## src/rtl/rv_pkg.sv

```systemverilog
// rv_pkg: shared funct3 encodings, NOP word, MEM-stage state type and alignment helper.
package rv_pkg;
    localparam logic [2:0] F3_B  = 3'b000;
    localparam logic [2:0] F3_H  = 3'b001;
    localparam logic [2:0] F3_W  = 3'b010;
    localparam logic [2:0] F3_BU = 3'b100;
    localparam logic [2:0] F3_HU = 3'b101;
    localparam logic [31:0] NOP  = 32'h0000_0013;

    typedef enum logic {IDLE, ACCESS} mem_state_t;

    // Any funct3 that is not a byte or half access behaves as a word access.
    function automatic logic is_misaligned(input logic [2:0] f3, input logic [1:0] a);
        return (f3 == F3_B || f3 == F3_BU) ? 1'b0 :
               (f3 == F3_H || f3 == F3_HU) ? a[0] : |a;
    endfunction
endpackage

```

## src/rtl/mem_align.sv

```systemverilog
// mem_align: store lane replication/strobes, load byte/half extraction with sign or zero extension.
module mem_align
    import rv_pkg::*;
(
    input  logic [2:0]  funct3,
    input  logic [1:0]  addr,
    input  logic [31:0] store_data,
    input  logic [31:0] rdata,
    output logic [3:0]  wstrb,
    output logic [31:0] wdata,
    output logic [31:0] load_data,
    output logic        misaligned
);
    logic       byte_op, half_op;
    logic [7:0]  b;
    logic [15:0] h;

    always_comb begin
        byte_op    = funct3 == F3_B || funct3 == F3_BU;
        half_op    = funct3 == F3_H || funct3 == F3_HU;
        b          = rdata[{addr, 3'b000} +: 8];
        h          = addr[1] ? rdata[31:16] : rdata[15:0];
        wstrb      = byte_op ? 4'b0001 << addr : half_op ? (addr[1] ? 4'b1100 : 4'b0011) : 4'b1111;
        wdata      = byte_op ? {4{store_data[7:0]}} : half_op ? {2{store_data[15:0]}} : store_data;
        load_data  = funct3 == F3_B  ? {{24{b[7]}}, b} :
                     funct3 == F3_BU ? {24'd0, b} :
                     funct3 == F3_H  ? {{16{h[15]}}, h} :
                     funct3 == F3_HU ? {16'd0, h} : rdata;
        misaligned = is_misaligned(funct3, addr);
    end
endmodule

```

## config.mk

```make
export PLATFORM = sky130hd
export DESIGN_NAME = mem_align
export DESIGN_NICKNAME = d
export VERILOG_FILES = /design/src/rtl/rv_pkg.sv /design/src/rtl/mem_align.sv
export SDC_FILE = /design/constraint.sdc
export NUM_CORES = 1
export LEC_CHECK = 0
export BUFFER_PORTS_ARGS = -buffer_cell sky130_fd_sc_hd__buf_2
export CORE_MARGIN = 2
export CORE_UTILIZATION = 34
export DETAILED_ROUTE_END_ITERATION = 10
export GPL_TIMING_DRIVEN = 0
export PLACE_DENSITY = 0.86
export SYNTH_ARGS = -nofsm -noshare
export SYNTH_HDL_FRONTEND = slang
export SYNTH_SLANG_ARGS = --single-unit
```

## constraint.sdc

```tcl
create_clock -name vclk -period 1
set_input_delay 0.05 -clock vclk [all_inputs]
set_output_delay 0.05 -clock vclk [all_outputs]
set_load 0.02 [all_outputs]
```

* Word-level counts from Yosys, hierarchy flattened
Index checks and enable logic that the tools add are counted.
Cells by class: add/sub/neg operators 0, multiply operators 0, divide/modulo/power cells 0, $lt $le $gt $ge 0, eq/ne operators 3, shift operators 2, muxes and demuxes 12, bitwise operators 0, reductions and logical operators 4
Operators with widths (count):
- 32-bit two-way mux | 6
- 32-bit by 6-bit variable part select with 8-bit output | 1
- 16-bit two-way mux | 1
- 4-bit two-way mux | 3
- 3-bit equality test (second input constant) | 2
- 1-bit by 2-bit << shifter with 4-bit output (first input constant) | 1
- 3-bit by 1-bit equality test with 1-bit output (second input constant) | 1
- 3-bit zero test | 1
- 1-bit logical OR | 2
- 1-bit two-way mux | 2
- 2-bit OR reduction | 1
Word-level totals: flip-flop bits (word level) 0, bits in latches 0, bits in writable memories 0, memory bits (read-only) 0, input bits 69, output and inout port bits 69, memories 0

* Longest topological paths before layout
Gate-level depths: netlist (run 1).
word-level depth 5, mapped depth 5, gate-level depth less buffers 3

* Worst setup path after synthesis (run 1)
Ideal clock, no wire load.
path kind input port to output port, from input port addr[1], to output port load_data[4], arrival time 1224 ps, setup slack -274 ps, stages 4, path buffers 2, cells stage by stage buf_6 -> clkbuf_1 -> o21ai_0 -> a22oi_1
Between the ends: word-level cells in the longest chain between the ends 5, elaborated cells on any way between the ends 6, those cells by class 1 x shift; 5 x mux
Ends and longest elaborated chain:
- from (decl) | line mem_align.sv:6 | input logic [1:0] addr,
- branches (longest 4 deep; another with 32-bit by 6-bit variable part select with 8-bit output)
- 32-bit two-way mux (*) | line mem_align.sv:25 | load_data = funct3 == F3_B ? {{24{b[7]}}, b} :
- to (decl) | line mem_align.sv:11 | output logic [31:0] load_data,
Every way passes the cells marked *.

* Worst setup path in the final report (run 1)
from input port addr[1], to output port load_data[14]
Between the ends: word-level cells in the longest chain between the ends 5, elaborated cells on any way between the ends 6, those cells by class 1 x shift; 5 x mux
Ends and longest elaborated chain (line):
- branches (longest 4 deep; another with 32-bit by 6-bit variable part select with 8-bit output)
- 32-bit two-way mux (*) | mem_align.sv:25
Marks and branches as above.

==> results by group, run 1 <==
Die
  – Die Height: 66.6 µm
  – Core Area: 3720 µm²
  – # IOs: 138
  – Die ar.: 4440 µm²
  – Initial core utilization: 35.9%
  – Row Count: 22
  – Die width: 66.6 µm

Cells and area
  – Filler instances: 299
  – Non-Filler Instances: 398
  – Layout overhead on the synthesized area: 99.2%
  – Clock buf count: 0
  – Register area: 0 µm²
  – Sequential cells: 0
  – Post-route cell area: 2660 µm²
  – # diodes: 0
  – Nets@finish: 421
  – Layout cell share with drive strength beyond 1: 69.7%

Placed design
  – GPL Wtd Cong: 0.790
  – PortBufs: 137
  – Placed cell area: 2220 µm²
  – Cell total after placement: 385
  – Detailed placement HPWL: 4.85 mm

Timing
  – Period utilisation layout: 129%
  – Fin. max-slew vios: 0
  – Max-slew headroom: 73.1%
  – RSZ-0062 raised after global routing: yes
  – Fmax: 774 MHz
  – Final min period: 1290 ps
  – Setup TNS: -7720 ps
  – Final worst setup slack: -292 ps
  – Worst Max-Slew Pin Slew: 404 ps
  – Fin. Hold Viols: 0
  – Final setup fails: 35

Power and ir drop
  – Leak: 0.00143 µW
  – Pwr dens: 618 nW/µm²
  – Worst VDD drop: 0.000283 V

Worst setup path
  – CP max-delay cell: mux2_4
  – Crit start category: input pin
  – CP max stage delay: 330 ps
  – Worst Path Arrival: 1240 ps
  – Worst endpoint required time: 950 ps
  – Critical path type: input pin to primary output
  – Crit-path cells: buf_12 -> mux2_4 -> a32oi_4 -> buf_6 -> o211ai_2 -> buf_2
  – Crit. End Element: primary output
  – Max FO, Critical Path: 10

Logic synthesis
  – Yosys Warn Count: 0
  – Biggest area consumer among synthesized cells: nand2_1
  – Synthesized Nets: 269
  – Number of distinct library cells after synthesis: 28
  – Synthesized area: 1330 µm²
  – Syn Area/Cell: 6.66 µm²
  – Synth top area cells: nand2_1, mux4_2, mux2_2
  – Area share of the largest cell type after synthesis: 16.1%
  – Sequential-to-total area share from yosys stat: 0%
  – Synth Instances: 200

Detailed routing
  – DR iter-0 viols: 262
  – Routed vias: 2292
  – Vias/cell: 5.76
  – Detail Route Antenna Nets: 0
  – Drt pass-1 iters: 5
  – Drt wl/cell: 18.3 µm
  – Drt drc: 0
  – Drt total wl: 7.29 mm

Global routing
  – Via count of the first global-routing pass: 1962
  – Remaining Overflow, GRT: 0
  – First-pass GRT wire length: 9.58 mm
  – Initial antenna violation count: 0
  – Pin count of the biggest net entering global routing: 11
  – Gr usage total: 27.5%

Run status
  – Failing checks: negative setup slack
  – Status: complete, but fails checks

Worst hold path
  – HP Class: input pin to primary output

Clocking
  – Cts hold-fix bufs: 0

Run
  – MaxCap Viol Count: 0
worst max-delay path: cells and delay by family:
| family | cells | cell delay, ps |
|---|---|---|
| buffers and inverters | 3 | 500 |
| muxes | 1 | 330 |
| AOI/OAI and AO/OA | 2 | 360 |
final cells by class:
class                           instances  area (µm²)  share of cell area [%]
Multi-Input combinational cell        170        1360                    51.3
Tap cell                               48        60.1                    2.26
Inverter                                4        23.8                   0.895
Timing Repair Buffer                  152         941                    35.4
Buffer                                 24         268                    10.1
per-stage QoR:
| stage | util, % | hold WS, ps | worst slack (ps) | power [µW] |
|---|---|---|---|---|
| after floorplan | - | 213 | -133 | 866 |
| after global placement | 59.8 | 422 | -452 | 1330 |
| after detailed placement | 59.8 | 431 | -445 | 1360 |
| after CTS | 67.1 | 407 | -272 | 1500 |
| after global routing | 71.4 | 455 | -330 | 1730 |
| final | 71.4 | 424 | -292 | 1640 |
cell families (layout without fill, tap and decap cells):
kind of cell,after synthesis,count (layout),synth area share [%]
simple gates,100,100,35.7
compound gates,43,43,23.8
buf+inv,30,180,13.3
mux,27,27,27.2
cells in the final DEF (no fill, tap or decap), types with 3 or more instances in the layout:
cell,synthesis,routed
a211oi_2,0,7
a22oi_1,7,7
buf_12,0,7
buf_2,7,118
buf_4,9,29
buf_6,3,13
clkbuf_4,0,3
mux2_2,10,9
mux2i_1,10,7
mux2i_2,0,3
mux4_2,6,6
nand2_1,57,57
nand3_2,10,13
nand3_4,0,5
nor2_1,16,8
nor2_2,0,7
o211ai_1,4,4
o211ai_2,3,3
o21ai_0,12,4
o21ai_1,0,5
o21ai_2,0,3
o22ai_1,6,6
per-layer routing:
metal | wire length [µm] | GRT usage (%) | up-vias
met3 | 689 | 3.38 | 37
met2 | 3690 | 46.3 | 169
li1 | - | - | 1020
met4 | 219 | 5.87 | 0
met5 | 0 | 0 | -
met1 | 2700 | 37.4 | 1066
what timing repair did:
action,in CTS,in global routing
gates resized for setup,54,44
endpoints found under the setup margin,59,57
buffers inserted,7,7
gates cloned,1,1
pin swaps,4,3
cell usage after synthesis, drive strengths merged, types with 3 or more instances:
cell type and count:
a211oi 7, nand2b 3, o211ai 7, buf 19, nand2 57, mux4 6
mux2 11, clkbuf 7, o21ai 12, a22oi 7, inv 3, nand3 19
nor2 16, o22ai 6, mux2i 10
report_power, final:
group	total [µW]	internal [µW]	switching, µW	leakage [µW]
Combinational	1640	726	913	0.00143
Sequential	0	0	0	0
Clock	0	0	0	0
worst paths after layout:
kind	to	startpoint	slack, ps	cells after the start
max	load_data[14]	addr[1]	-290	6
min	wdata[8]	store_data[8]	420	4
Note: power is estimated with default switching activity, not from simulation.
==> run 2: changes to the inputs <==
- CORE_MARGIN: 2 -> not set
- CORE_UTILIZATION: 34 -> 40
- PLACE_DENSITY: 0.86 -> 0.95
- clock period: 1 -> 1.6 ns (I/O delays scaled with it)
==> results by group, run 2 (synthesis results as in run 1) <==
Detailed routing
  – Drt wl/cell: 15.4 µm (-16%)
  – Drt total wl: 5.88 mm (-19%)
  – Drt pass-1 iters: 4 (-1)
  – Detail Route Antenna Nets: 0 (unchanged)
  – Vias/cell: 5.64 (-2.1%)
  – Routed vias: 2148 (-6.3%)
  – Drt drc: 0 (unchanged)
  – DR iter-0 viols: 137 (-48%)

Timing
  – Final worst setup slack: 60.0 ps (+352 ps)
  – Fin. Hold Viols: 0 (unchanged)
  – Fmax: 649 MHz
  – Fin Hold WS: 488 ps (+64.7 ps)
  – Worst Max-Slew Pin Slew: 767 ps (+363 ps)
  – Setup TNS: 0 ps (+7720 ps)
  – Final min period: 1540 ps
  – Fin. max-slew vios: 0 (unchanged)
  – Max-slew headroom: 48.7% (-24 points)
  – RSZ-0062 raised after global routing: no
  – Period utilisation layout: 96.2%
  – Final setup fails: 0 (-100%)

Die
  – Die Height: 59.7 µm (-10%)
  – Row Count: 20 (-9.1%)
  – # IOs: 138 (unchanged)
  – Die ar.: 3570 µm² (-20%)
  – Initial core utilization: 42.9% (+7.1 points)
  – Die width: 59.7 µm (-10%)
  – Core Area: 3100 µm² (-16%)

Power and ir drop
  – Worst VDD drop: 0.000214 V (-24%)
  – Leak: 0.00120 µW (-16%)
  – Pwr dens: 392 nW/µm² (-37%)

Global routing
  – Gr usage total: 31.6% (+4.2 points)
  – Initial antenna violation count: 0 (unchanged)
  – Grt peak-use layer: met2
  – Via count of the first global-routing pass: 1912 (-2.5%)
  – Global Route met1 Usage: 38.9% (+1.5 points)
  – Remaining Overflow, GRT: 0 (unchanged)
  – First-pass GRT wire length: 8.76 mm (-8.6%)
  – Pin count of the biggest net entering global routing: 11 (unchanged)
  – Met2 Track Usage GR: 55.2% (+9.0 points)
  – GR Util met3: 5.19% (+1.8 points)

Placed design
  – PortBufs: 137 (unchanged)
  – Place WS: 77.0 ps (+522 ps)
  – GPL Wtd Cong: 0.831 (+5.2%)
  – Placed cell area: 2070 µm² (-6.7%)
  – Detailed placement HPWL: 4.66 mm (-4.0%)

Cells and area
  – # diodes: 0 (unchanged)
  – Clock buf count: 0 (unchanged)
  – Post-route cell area: 2080 µm² (-22%)
  – Leading cell type in the layout, fill and taps excluded: buf_2
  – Filler instances: 291 (-2.7%)
  – Commonest cells after routing, fill and taps aside: buf_2, nand2_1, nor2_1, o21ai_0
  – Register area: 0 µm² (unchanged)
  – Layout overhead on the synthesized area: 56.3%
  – Sequential cells: 0 (unchanged)
  – Nets@finish: 408 (-3.1%)
  – Layout cell share with drive strength beyond 1: 56.4% (-13 points)

Clocking
  – Cts hold-fix bufs: 0 (unchanged)
  – Post-CTS setup buffer count: 0 (-7)

Run
  – MaxCap Viol Count: 0 (unchanged)

Worst setup path
  – Worst endpoint required time: 1520 ps (+570 ps)
  – Critical path type: input pin to primary output
  – Worst setup path start: funct3[0]
  – Max FO, Critical Path: 10 (unchanged)
  – Crit start category: input pin
  – Crit. End Element: primary output
  – Worst Path Arrival: 1460 ps (+220 ps)

Run status
  – Status: finished clean

Worst hold path
  – HP Class: input pin to primary output
  – Hold path start: store_data[28]
## run 2: critical path: stages
cell and delay (ps):
buf_2 140, buf_2 220, nor2_1 630, a211oi_1 180, buf_2 200
## run 2: through the flow
step | power (µW) | util [%] | std cells
floorplan | 498 | - | 200
global placement | 781 | 66.8 | 381
detailed placement | 803 | 66.8 | 381
CTS | 806 | 66.8 | 381
global route | 869 | 67.1 | 381
finish | 816 | 67.1 | 381
## run 2: layer usage
metal / vias up / part of all wire [%]
met4: 0 / 1.5
met1: 990 / 39
li1: 986 / -
met5: - / 0
met2: 156 / 50
met3: 16 / 9.2
## run 2: repair_timing
item                       CTS  global route
setup endpoints to repair    0             6
gates resized for setup      0             3
hold endpoints to repair     0             0
## run 2: path summary, 6_finish.rpt
kind / end / depth (start not counted)
setup / recovery: load_data[7] / 5
hold / removal: wdata[28] / 4
## run 2: final cells by class
class	count	area (µm²)	area share [%]
plain buffers	26	164	7.87
inverters	4	15.0	0.721
well taps	44	55.1	2.64
repair buffers	137	686	32.9
multi-input cells	170	1160	55.9
## run 2: power by group
group | leakage [µW] | switching, µW | internal (µW) | total, µW
Clock | 0 | 0 | 0 | 0
Combinational | 0.00120 | 494 | 322 | 816
Sequential | 0 | 0 | 0 | 0
Total | 0.00120 | 494 | 322 | 816
